File: config.mk
export PLATFORM = sky130hd
export DESIGN_NAME = mul_result_collector
export DESIGN_NICKNAME = d
export VERILOG_FILES = /design/src/rtl/mul_result_collector.sv
export SDC_FILE = /design/constraint.sdc
export NUM_CORES = 1
export LEC_CHECK = 0
export ABC_AREA = 1
export ABC_CLOCK_PERIOD_IN_PS = 4850
export BUFFER_PORTS_ARGS = -buffer_cell sky130_fd_sc_hd__buf_2
export CAP_MARGIN = 5
export CORE_MARGIN = 3
export CORE_UTILIZATION = 45
export DETAILED_ROUTE_END_ITERATION = 7
export PLACE_DENSITY = 0.65
export SLEW_MARGIN = 20
export SYNTH_ARGS = -nofsm -noshare
export SYNTH_HDL_FRONTEND = slang
export SYNTH_SLANG_ARGS = --single-unit
File: constraint.sdc
create_clock -name clk -period 4.85 [get_ports clk]
set_input_delay 0.485 -clock clk [delete_from_list [all_inputs] [get_ports clk]]
set_output_delay 0.485 -clock clk [all_outputs]
set_load 0.05 [all_outputs]
File: src/rtl/mul_result_collector.sv
// rtl/mul_result_collector.sv - N-channel FIFO-buffered result collector with arbitrated valid/ready output
// Each channel has its own small FIFO; one output register serialises the results with source tags.
module mul_result_collector #(
  parameter int WIDTH    = 32,
  parameter int N_CH     = 2,
  parameter int DEPTH    = 2,
  parameter int ARB_MODE = 0,
  localparam int CW      = (N_CH > 1) ? $clog2(N_CH) : 1
) (
  input  logic                  clk,
  input  logic                  rst,
  input  logic [N_CH*WIDTH-1:0] ch_res,
  input  logic [N_CH-1:0]       ch_rdy,
  output logic [WIDTH-1:0]      res,
  output logic                  res_valid,
  input  logic                  res_ready,
  output logic [CW-1:0]         res_ch,
  output logic [N_CH-1:0]       res_sel,
  output logic [N_CH-1:0]       ovf,
  input  logic                  ovf_clr
);
  localparam int          AW        = $clog2(DEPTH);
  localparam logic [AW:0] PTR_ONE   = {{AW{1'b0}}, 1'b1};
  localparam logic [0:0]  OUT_EMPTY = 1'b0;
  localparam logic [0:0]  OUT_HOLD  = 1'b1;

  logic [WIDTH-1:0] mem [N_CH][DEPTH];
  logic [AW:0]      wr_ptr [N_CH];
  logic [AW:0]      rd_ptr [N_CH];
  logic [0:0]       state;
  logic [CW-1:0]    rr_ptr;

  logic [N_CH-1:0]  nonempty, full, pop, push, drop, gnt_sel;
  logic [CW-1:0]    gnt;
  logic             do_grant;

  always_comb begin
    for (int i = 0; i < N_CH; i++) begin
      nonempty[i] = wr_ptr[i] != rd_ptr[i];
      full[i]     = (wr_ptr[i][AW] != rd_ptr[i][AW]) &&
                    (wr_ptr[i][AW-1:0] == rd_ptr[i][AW-1:0]);
    end
  end

  // Scan from lowest to highest priority so the last hit is the winner.
  always_comb begin
    gnt = '0;
    if (ARB_MODE == 1) begin
      for (int k = N_CH - 1; k >= 0; k--)
        if (nonempty[k]) gnt = CW'(k);
    end else begin
      for (int k = N_CH; k >= 1; k--)
        if (nonempty[CW'((int'(rr_ptr) + k) % N_CH)]) gnt = CW'((int'(rr_ptr) + k) % N_CH);
    end
  end

  assign do_grant  = ((state == OUT_EMPTY) || res_ready) && (|nonempty);
  assign res_valid = (state == OUT_HOLD);

  // A pop of a full FIFO frees the slot the same-edge push writes into.
  always_comb begin
    gnt_sel      = '0;
    gnt_sel[gnt] = 1'b1;
    pop          = do_grant ? gnt_sel : '0;
    push         = ch_rdy & (~full | pop);
    drop         = ch_rdy & full & ~pop;
  end

  always_ff @(posedge clk) begin
    for (int i = 0; i < N_CH; i++)
      if (push[i]) mem[i][wr_ptr[i][AW-1:0]] <= ch_res[i*WIDTH +: WIDTH];
  end

  always_ff @(posedge clk or negedge rst) begin
    if (!rst) begin
      for (int i = 0; i < N_CH; i++) begin
        wr_ptr[i] <= '0;
        rd_ptr[i] <= '0;
      end
    end else begin
      for (int i = 0; i < N_CH; i++) begin
        if (push[i]) wr_ptr[i] <= wr_ptr[i] + PTR_ONE;
        if (pop[i])  rd_ptr[i] <= rd_ptr[i] + PTR_ONE;
      end
    end
  end

  always_ff @(posedge clk or negedge rst) begin
    if (!rst) begin
      state   <= OUT_EMPTY;
      res     <= '0;
      res_ch  <= '0;
      res_sel <= '0;
      rr_ptr  <= CW'(N_CH - 1);
      ovf     <= '0;
    end else begin
      ovf <= (ovf & {N_CH{~ovf_clr}}) | drop;
      if (do_grant) begin
        res     <= mem[gnt][rd_ptr[gnt][AW-1:0]];
        res_ch  <= gnt;
        res_sel <= gnt_sel;
        rr_ptr  <= gnt;
        state   <= OUT_HOLD;
      end else if ((state == OUT_HOLD) && res_ready) begin
        res_sel <= '0;
        state   <= OUT_EMPTY;
      end
    end
  end
endmodule

Word level (Yosys, flattened, before mapping)
Memories as Yosys holds them, arrays and structs flattened.
Index checks and enable logic that the tools add are counted.
{ "totals": {"regBits": 47, "ramBits": 128, "in_bits": 70, "out_inout_bits": 38, "n_memories": 1} }
{ "memory_table": {"columns": ["memory", "words", "width", "read_ports", "rd_clocked_by_memory_dff", "write_ports", "line_no", "rtl"], "rows": [
  ["mem", 2, 64, 1, 0, 2, "27", "logic [WIDTH-1:0] mem [N_CH][DEPTH];"]
]} }
{ "classes": {"addsub": 6, "n_lt_le_gt_ge": 10, "n_eq_ne": 6, "muxes": 27, "bitwise": 14, "n_reduce_logical": 10} }
{ "op_table": {"columns": ["operator", "count"], "rows": [
  ["$mux W32", 5],
  ["$mux W64", 2],
  ["$demux W32 S1", 2],
  ["$mux W1", 14],
  ["$add A2 B1 Y2 const B", 4],
  ["$and A2 B2 Y2", 4],
  ["$ge A2 B2 Y1 const B", 4],
  ["$not A1 Y2", 4],
  ["$logic_and A1 B1 Y1", 7],
  ["$lt A1 B3 Y1 const B", 2],
  ["$mux W2", 3],
  ["$lt A2 B1 Y1 const B", 2],
  ["$ne A2 B2 Y1", 2],
  ["$not A2 Y2", 2],
  ["$or A2 B2 Y2", 2],
  ["$add A1 B1 Y1 const B", 2],
  ["$eq A1 B1 Y1", 2],
  ["$lt A1 B2 Y1 const B", 1],
  ["$ne A1 B1 Y1", 2],
  ["$not A1 Y1", 2],
  ["$reduce_bool A2 Y1", 1],
  ["$reduce_or A2 Y1", 1],
  ["$demux W1 S1", 1],
  ["$ge A1 B1 Y1 const B", 1],
  ["$logic_or A1 B1 Y1", 1]
]} }

Longest topological paths before layout
Gate-level depths: netlist of the first run.
{ "depth": {"word_depth": 15, "mapped_depth": 13, "depth_no_buf": 11} }

Least setup slack after synthesis of the first run
Ideal clock, no wire load.
{ "synth_path": {"kind": "reg-to-reg", "startpoint": "register rd_ptr[2] in the netlist's numbering", "endpoint": "memory mem[0][0] in the netlist's numbering (enable)", "t_arrival_ps": 2576, "slack_ps": 1853, "stages_incl_launch_ff": 11, "n_path_buf": 1, "cell_sequence": "dfrtp_1 -> inv_2 -> nand2_1 -> nand2_1 -> nand2_2 -> nand2_2 -> buf_6 -> nand3_2 -> nand2_1 -> nand2_1 -> nor2_1"} }
{ "synth_lines": {"columns": ["element", "line_no", "rtl"], "rows": [
  ["from (decl)", "29", "logic [AW:0] rd_ptr [N_CH];"],
  ["from (signal, indexed assignment)", "83", "if (pop[i]) rd_ptr[i] <= rd_ptr[i] + PTR_ONE;"],
  ["to (decl)", "27", null]
]} }

==> metrics.md, run 1 <==
| Metric | Value |
|---|---|
| Status | complete, no violations |
| Synth Area in Compound Gates | 0.9253% |
| First-pass GRT wire length | 25.36 mm |
| IO buf count | 107 |
| Global routing's busiest layer | met2 |
| Final TNS setup | 0 ps |
| Synth async-reset ratio | 26.86% |
| Global placer's final weighted congestion | 0.8282 |
| Cell family with most CP delay | simple AND/OR/NAND/NOR gates |
| Die Y | 132.2 um |
| Pre-Repair DR Iteration Count | 5 |
| Net Count, Synth | 753 |
| Setup violators final | 0 |
| Least-Margin Pin Slew | 1044 ps |
| Layout cells sized above 1 | 19.70% |
| Clk slew on worst S/H paths | 60 ps |
| Pin count of the biggest net entering global routing | 70 |
| Kind of critical path | flip-flop to flip-flop |
| Largest area contributor in the netlist | edfxtp_1 |
| Fin crit period | 3677 ps |
| H-tree depth | 4 |
| Ys Warns | 0 |
| CP cell instances | clkinv_2, nand2_2, nand3_2, nand2_1, nand2_1, nor2_4 |
| Via density per instance | 4.952 |
| GR Util All Layers | 18.70% |
| CP Max Fanout | 69 |
| I/O Pins | 108 |
| Via Count | 4,992 |
| Worst stage delay on the critical path | 810 ps |
| Buf/Inv on CP | 1 |
| Vias in the first global route | 4,910 |
| GRT met1 Usage | 24.32% |
| CTS buffer count | 17 |
| Top FF cell, synth | edfxtp_1 |
| Mapped Cells | 683 |
| CP max-delay cell | nor2_4 |
| CTS tree | done |
| Post-CTS setup buffer count | 0 |
| Hold Crit Class | input pin to asynchronous set/reset pin |
| Static Leak | 3.947 nW |
| Final Max Slew Viols | 0 |
| XOR/XNOR share of the synthesized area | 0.6110% |
| Post-cts resize count | 0 |
| Area occupied by multi-input gates | 1889 um^2 |
| Commonest cells in the netlist | nand2_1 (360), edfxtp_1 (128), nand3_1 (71), dfrtp_1 (46), inv_1 (14) |
| Netlist cell types | 21 |
| Fmax | 271.9 MHz |
| Yosys reg bits | 175 |
| # rows | 45 |
| PD cells | 801.7 nW/um^2 |
| Mux contribution to synthesized area | 0% |
| Clock skew | 4.161 ps |
| 1st-iter DRT viols | 259 |
| Final WL | 15.95 mm |
| Core Footprint | 15,370 um^2 |
| Crit-path most repeated cell | nand2_1 |
| Final #Nets | 854 |
| Antenna Nets Post-Route | 0 |
| Hpwl dp | 10.00 mm |
| Hold WS | 182.3 ps |
| Crit. End Element | flip-flop |
| EDFF count, synth | 128 |
| Initial antenna violation count | 1 |
| Global-route congestion overflow total | 0 |
| Clock buffer depth | 2 |
| Syn Area/Cell | 10.49 um^2 |
| Pwr Total | 6.834 mW |
| Worst setup SP type | flip-flop |
| Fillers | 1,323 |
| Die Span X | 132.2 um |
| Peak VDD IR | 0.3633 mV |
| RSZ-0062 raised after global routing | no |
| Initial Utilization | 46.63% |
| Routed len/inst | 15.82 um |
| Area delta synth->final | 18.94% |
| Worst slew margin | 30.21% |
| Cts hold-fix bufs | 0 |
| Mapped cell area | 7167 um^2 |
| Sequential share of the synthesized area | 70.06% |
| Synth top area cells | edfxtp_1 (54%), nand2_1 (19%), dfrtp_1 (16%) |
| Period utilization | 75.82% |
| Storage cell area | 5021 um^2 |
| Die area | 17,480 um^2 |
| Critical path required time | 4890 ps |
| Met3 Usage GRT | 4.427% |
| Hold Violations, Final | 0 |
| Post-Synth Simple-Gate Area | 24.62% |
| Max-cap viol count | 0 |
| Post-synth top area share | 53.63% |
| Adder-cell share of the synthesized area | 0% |
| Most common cell in the netlist | nand2_1 |
| Number of remaining DRC errors | 0 |
| Largest family of logic cells by synthesized area | simple AND/OR/NAND/NOR gates |
| Root Driver | clkbuf_16 |
| Met2 global-route usage | 30.90% |
| Worst-Skew Late Latency | 420 ps |
| # diodes | 0 |
| CTS Sinks | 175 |
| WP data arrival | 3720 ps |
flip-flops by register name (all words and copies together) (netlist names):
register,cells
rd_ptr,4
res_valid,1
mem,128
res_sel,2
rr_ptr,1
ovf,2
res_ch,1
res,32
wr_ptr,4
cells in the final DEF, fill, tap and decap left out:
cell type   Yosys  layout
nand3_2         1       1
clkinv_1        0       5
dfrtp_1        46      46
buf_16          0       1
a21oi_1         1       1
inv_6           0       1
buf_4           5       7
clkbuf_16       0      17
nand2_1       360     360
clkinv_2        0       2
nor2_1          6       4
edfxtp_1      128     128
o21ai_0         8       8
inv_2           4       4
nor2_4          0       2
xnor2_1         1       1
clkinvlp_4      0       2
dfstp_2         1       1
nand4_1         1       1
bufinv_16       0       6
o211ai_4        1       1
nand3_1        71      71
inv_1          14      11
inv_8           0       1
clkinv_4        0       1
buf_2          13     107
nand2_2         3       3
xor2_1          4       4
path summary, 6_finish.rpt:
check	start	endpoint	slack [ps]	cells past startpoint
hold reg to reg	res[22]$_DFFE_PN0N_	res[22]$_DFFE_PN0N_	480	2
max in group asynchronous	rst	res[6]$_DFFE_PN0N_	4220	2
setup / recovery	rr_ptr$_DFFE_PN1N_	mem[0][10]$_DFFE_PP_	1170	6
hold / removal	rst	ovf[1]$_DFF_PN0_	180	2
setup reg to reg	rr_ptr$_DFFE_PN1N_	mem[0][10]$_DFFE_PP_	1170	6
min in group clk	ch_res[60]	mem[1][28]$_DFFE_PP_	250	1
logic make-up (layout without fill, tap and decap cells):
| family | after synthesis | in the layout |
|---|---|---|
| buffers and inverters | 51 | 165 |
| xor gates and xnor gates | 5 | 5 |
| and+or+nand+nor | 442 | 442 |
| AOI/OAI and AO/OA | 10 | 10 |
| DFF | 175 | 175 |
through the flow:
step / util, % / std cells / setup slack, ps / cell area [um^2]
after global routing: 55.46 / 1008 / 828.4 / 8524
after CTS: 55.27 / 1007 / 1473 / 8496
final: 55.46 / 1008 / 1173 / 8524
after detailed placement: 50.94 / 975 / 1481 / 7830
after floorplan: - / 683 / 1853 / 7167
after global placement: 50.94 / 975 / 1627 / 7830
power by group:
| part | internal (mW) | leakage [nW] | switching (mW) | total [mW] |
|---|---|---|---|---|
| clock network | 0.965 | 0.318 | 0.565 | 1.53 |
| registers | 2.16 | 1.77 | 0.184 | 2.35 |
| logic | 0.753 | 1.85 | 2.20 | 2.96 |
metal layers:
| metal | vias to the layer above | part of all wire, % |
|---|---|---|
| li1 | 2443 | - |
| met1 | 2385 | 44 |
| met2 | 141 | 49 |
| met3 | 21 | 5.2 |
| met4 | 2 | 1.7 |
| met5 | - | 0.056 |
worst register-to-register path, delay by kind of cell (launching register included):
| kind | cells | cell delay, ps |
|---|---|---|
| buffers and inverters | 1 | 730 |
| DFF | 1 | 530 |
| and+or+nand+nor | 5 | 2010 |
cell type report:
type                    count  area share (%)
repair buffers            115           7.221
inverters                  18          0.8073
well taps                 211           3.097
flip-flops and latches    175           58.90
clock buffers              17           4.990
clock inverters            15           2.818
multi-input cells         457           22.16
Note: power is estimated with default switching activity, not from simulation.
==> inputs of run 2 (changes only) <==
Settings changed: ABC_CLOCK_PERIOD_IN_PS 4850 to 3150, PLACE_DENSITY 0.65 to 0.68.
Clock period 4.85 ns to 3.15 ns, I/O delays scaled along.
==> metrics.md, run 2 (synthesis results as in run 1) <==
| Metric | Value |
|---|---|
| Vias in the first global route | 4,984 (+1.5%) |
| Hold Crit Class | input pin to flip-flop |
| Placed instance area | 7880 um^2 (+0.64%) |
| Status | complete, no violations |
| WP data arrival | 3070 ps (-650 ps) |
| Origin of the critical flop-to-flop path | wr_ptr[2]$_DFFE_PN0P_ |
| Final WL | 16.02 mm (+0.41%) |
| Global-route congestion overflow total | 0 (unchanged) |
| CTS Sinks | 175 (unchanged) |
| Logic pwr share | 44.7% (+1.4 points) |
| Clk slew on worst S/H paths | 70 ps (about the same) |
| Sw power | 4.575 mW (+55%) |
| Fillers | 1,310 (-0.98%) |
| Worst-Skew Late Latency | 430 ps (about the same) |
| Fin crit period | 2698 ps (-979.2 ps) |
| Layout cells sized above 1 | 20.13% (+0.43 points) |
| Routed len/inst | 15.84 um (+0.11%) |
| Storage cell area | 5021 um^2 (unchanged) |
| Crit. End Element | flip-flop |
| FF-to-FF path depth | 12 (+6) |
| CP max-delay cell | buf_4 |
| First-pass GRT wire length | 25.34 mm (about the same) |
| Number of remaining DRC errors | 0 (unchanged) |
| Least-Margin Pin Slew | 686.3 ps (-358.1 ps) |
| Clock skew | 8.992 ps (+4.831 ps) |
| Hpwl dp | 10.20 mm (+1.9%) |
| CTS tree | done |
| Pre-Repair DR Iteration Count | 5 (unchanged) |
| Post-cts resize count | 0 (unchanged) |
| Commonest cells after routing, fill and taps aside | nand2_1 (360), edfxtp_1 (128), buf_2 (106), nand3_1 (71), dfrtp_1 (46) |
| Initial antenna violation count | 1 (unchanged) |
| Cts hold-fix bufs | 1 (+1) |
| Worst slew margin | 54.18% (+24 points) |
| Final #Nets | 857 (+0.35%) |
| Hold Violations, Final | 0 (unchanged) |
| IO buf count | 107 (unchanged) |
| Via density per instance | 4.961 (+0.18%) |
| RR Endpoint | res[13]$_DFFE_PN0N_ |
| Finished layout cell area | 8453 um^2 (-0.84%) |
| Setup violators final | 0 (unchanged) |
| Hold path endpoint | mem[0][17]$_DFFE_PP_ |
| Core Footprint | 15,370 um^2 (unchanged) |
| Most common cell after layout, fill and taps aside | nand2_1 |
| Crit-path most repeated cell | nand2_1 |
| # rows | 45 (unchanged) |
| Kind of critical path | flip-flop to flip-flop |
| Root Driver | clkbuf_16 |
| Area delta synth->final | 17.95% |
| Worst stage delay on the critical path | 530 ps (-280 ps) |
| Buf/Inv on CP | 3 (+2) |
| Die Y | 132.2 um (unchanged) |
| Hold_sp | ch_res[17] |
| Cell family with most CP delay | simple AND/OR/NAND/NOR gates |
| Static Leak | 3.910 nW (-0.92%) |
| Peak VDD IR | 0.5399 mV (+49%) |
| Die Span X | 132.2 um (unchanged) |
| Area occupied by multi-input gates | 1889 um^2 (unchanged) |
| # diodes | 0 (unchanged) |
| Max reg flops | 128 (unchanged) |
| PD cells | 1204 nW/um^2 (+50%) |
| Pin count of the biggest net entering global routing | 59 (-16%) |
| CTS buffer count | 17 (unchanged) |
| Period utilization | 85.66% (+9.8 points) |
| Sw frac | 44.95% (+1.7 points) |
| Worst hold stages | 1 |
| Worst reg-to-reg setup slack | 450 ps (-720 ps) |
| RSZ-0062 raised after global routing | no |
| Final Max Slew Viols | 0 (unchanged) |
| Antenna Nets Post-Route | 0 (unchanged) |
| Via Count | 5,016 (+0.48%) |
| Max-cap viol count | 0 (unchanged) |
| Post-CTS setup buffer count | 0 (unchanged) |
| CP cell instances | inv_2, nand2_1, nand2_1, nand2_2, buf_4, nand3_1, nand2_1, buf_4, nand2_1, nand2_1, nand2_1, nand2_1 |
| Clock share of power | 19.6% (-2.8 points) |
| Die area | 17,480 um^2 (unchanged) |
| H-tree depth | 4 (unchanged) |
| GR Util All Layers | 18.69% (about the same) |
| Fmax | 370.6 MHz (+36%) |
| Final TNS setup | 0 ps (unchanged) |
| P_int | 5.604 mW (+44%) |
| CP Max Fanout | 54 (-22%) |
| Clock buffer depth | 2 (unchanged) |
| Register share of total power | 35.6% (+1.2 points) |
| 1st-iter DRT viols | 389 (+50%) |
| Worst setup SP type | flip-flop |
| I/O Pins | 108 (unchanged) |
| Critical path required time | 3520 ps (-1370 ps) |
| Initial Utilization | 46.63% (unchanged) |
| Global placer's final weighted congestion | 0.8356 (+0.89%) |
-- run 2: changes by cell type in the layout (fill, tap and decap cells not counted), moves of 2 or more --
cell	delta
buf_4	+2
clkinvlp_4	+2
bufinv_16	-5
inv_6	+4
clkinv_1	-3
buf_12	+2
-- run 2: power by group through the flow --
| stage | logic [mW] | registers [mW] | clock network (mW) |
|---|---|---|---|
| after floorplan | 2.79 | 4.38 | 0 |
| after global placement | 4.48 | 3.65 | 0 |
| after detailed placement | 4.59 | 3.67 | 0 |
| after CTS | 4.60 | 3.63 | 2.04 |
| after global routing | 5.12 | 3.69 | 2.14 |
| final | 4.55 | 3.63 | 2.00 |
-- run 2: per-layer routing --
layer	share of wire, %	global-route usage [%]	wire length [um]
met4	1.8	6.467	282
met1	44	24.53	7035
met2	49	30.59	7805
met5	0.081	0	13
met3	5.5	4.695	878
-- run 2: per-stage QoR --
step	std cells	setup WS (ps)	power (mW)	hold slack [ps]	util (%)
6_report	1011	451.8	10.18	69.14	54.99
4_1_cts	1011	475.7	10.26	55.54	54.99
2_1_floorplan	683	153.0	7.167	19.41	-
3_3_place_gp	978	615.4	8.127	456.9	51.25
3_5_place_dp	978	491.5	8.255	407.8	51.27
5_1_grt	1011	172.0	10.96	55.97	54.99
-- run 2: worst max path at each step --
stage                     startpoint             endpoint  slack, ps  depth (start not counted)
3_5_place_dp   wr_ptr[2]$_DFFE_PN0P_   res[1]$_DFFE_PN0N_        490                         12
6_report       wr_ptr[2]$_DFFE_PN0P_  res[13]$_DFFE_PN0N_        450                         12
2_1_floorplan  rd_ptr[2]$_DFFE_PN0P_  mem[0][0]$_DFFE_PP_        150                         10
4_1_cts        wr_ptr[2]$_DFFE_PN0P_   res[1]$_DFFE_PN0N_        480                         12
5_1_grt        wr_ptr[3]$_DFFE_PN0P_   res[1]$_DFFE_PN0N_        170                         12
3_3_place_gp   wr_ptr[3]$_DFFE_PN0P_  res[22]$_DFFE_PN0N_        620                         12
-- run 2: cell type report --
class                   instances  share of cell area [%]
clock buffers                  18                   5.077
clock inverters                14                   1.584
inverters                      18                  0.7993
multi-input cells             457                   22.35
flip-flops and latches        175                   59.40
well taps                     211                   3.123
repair buffers                118                   7.667
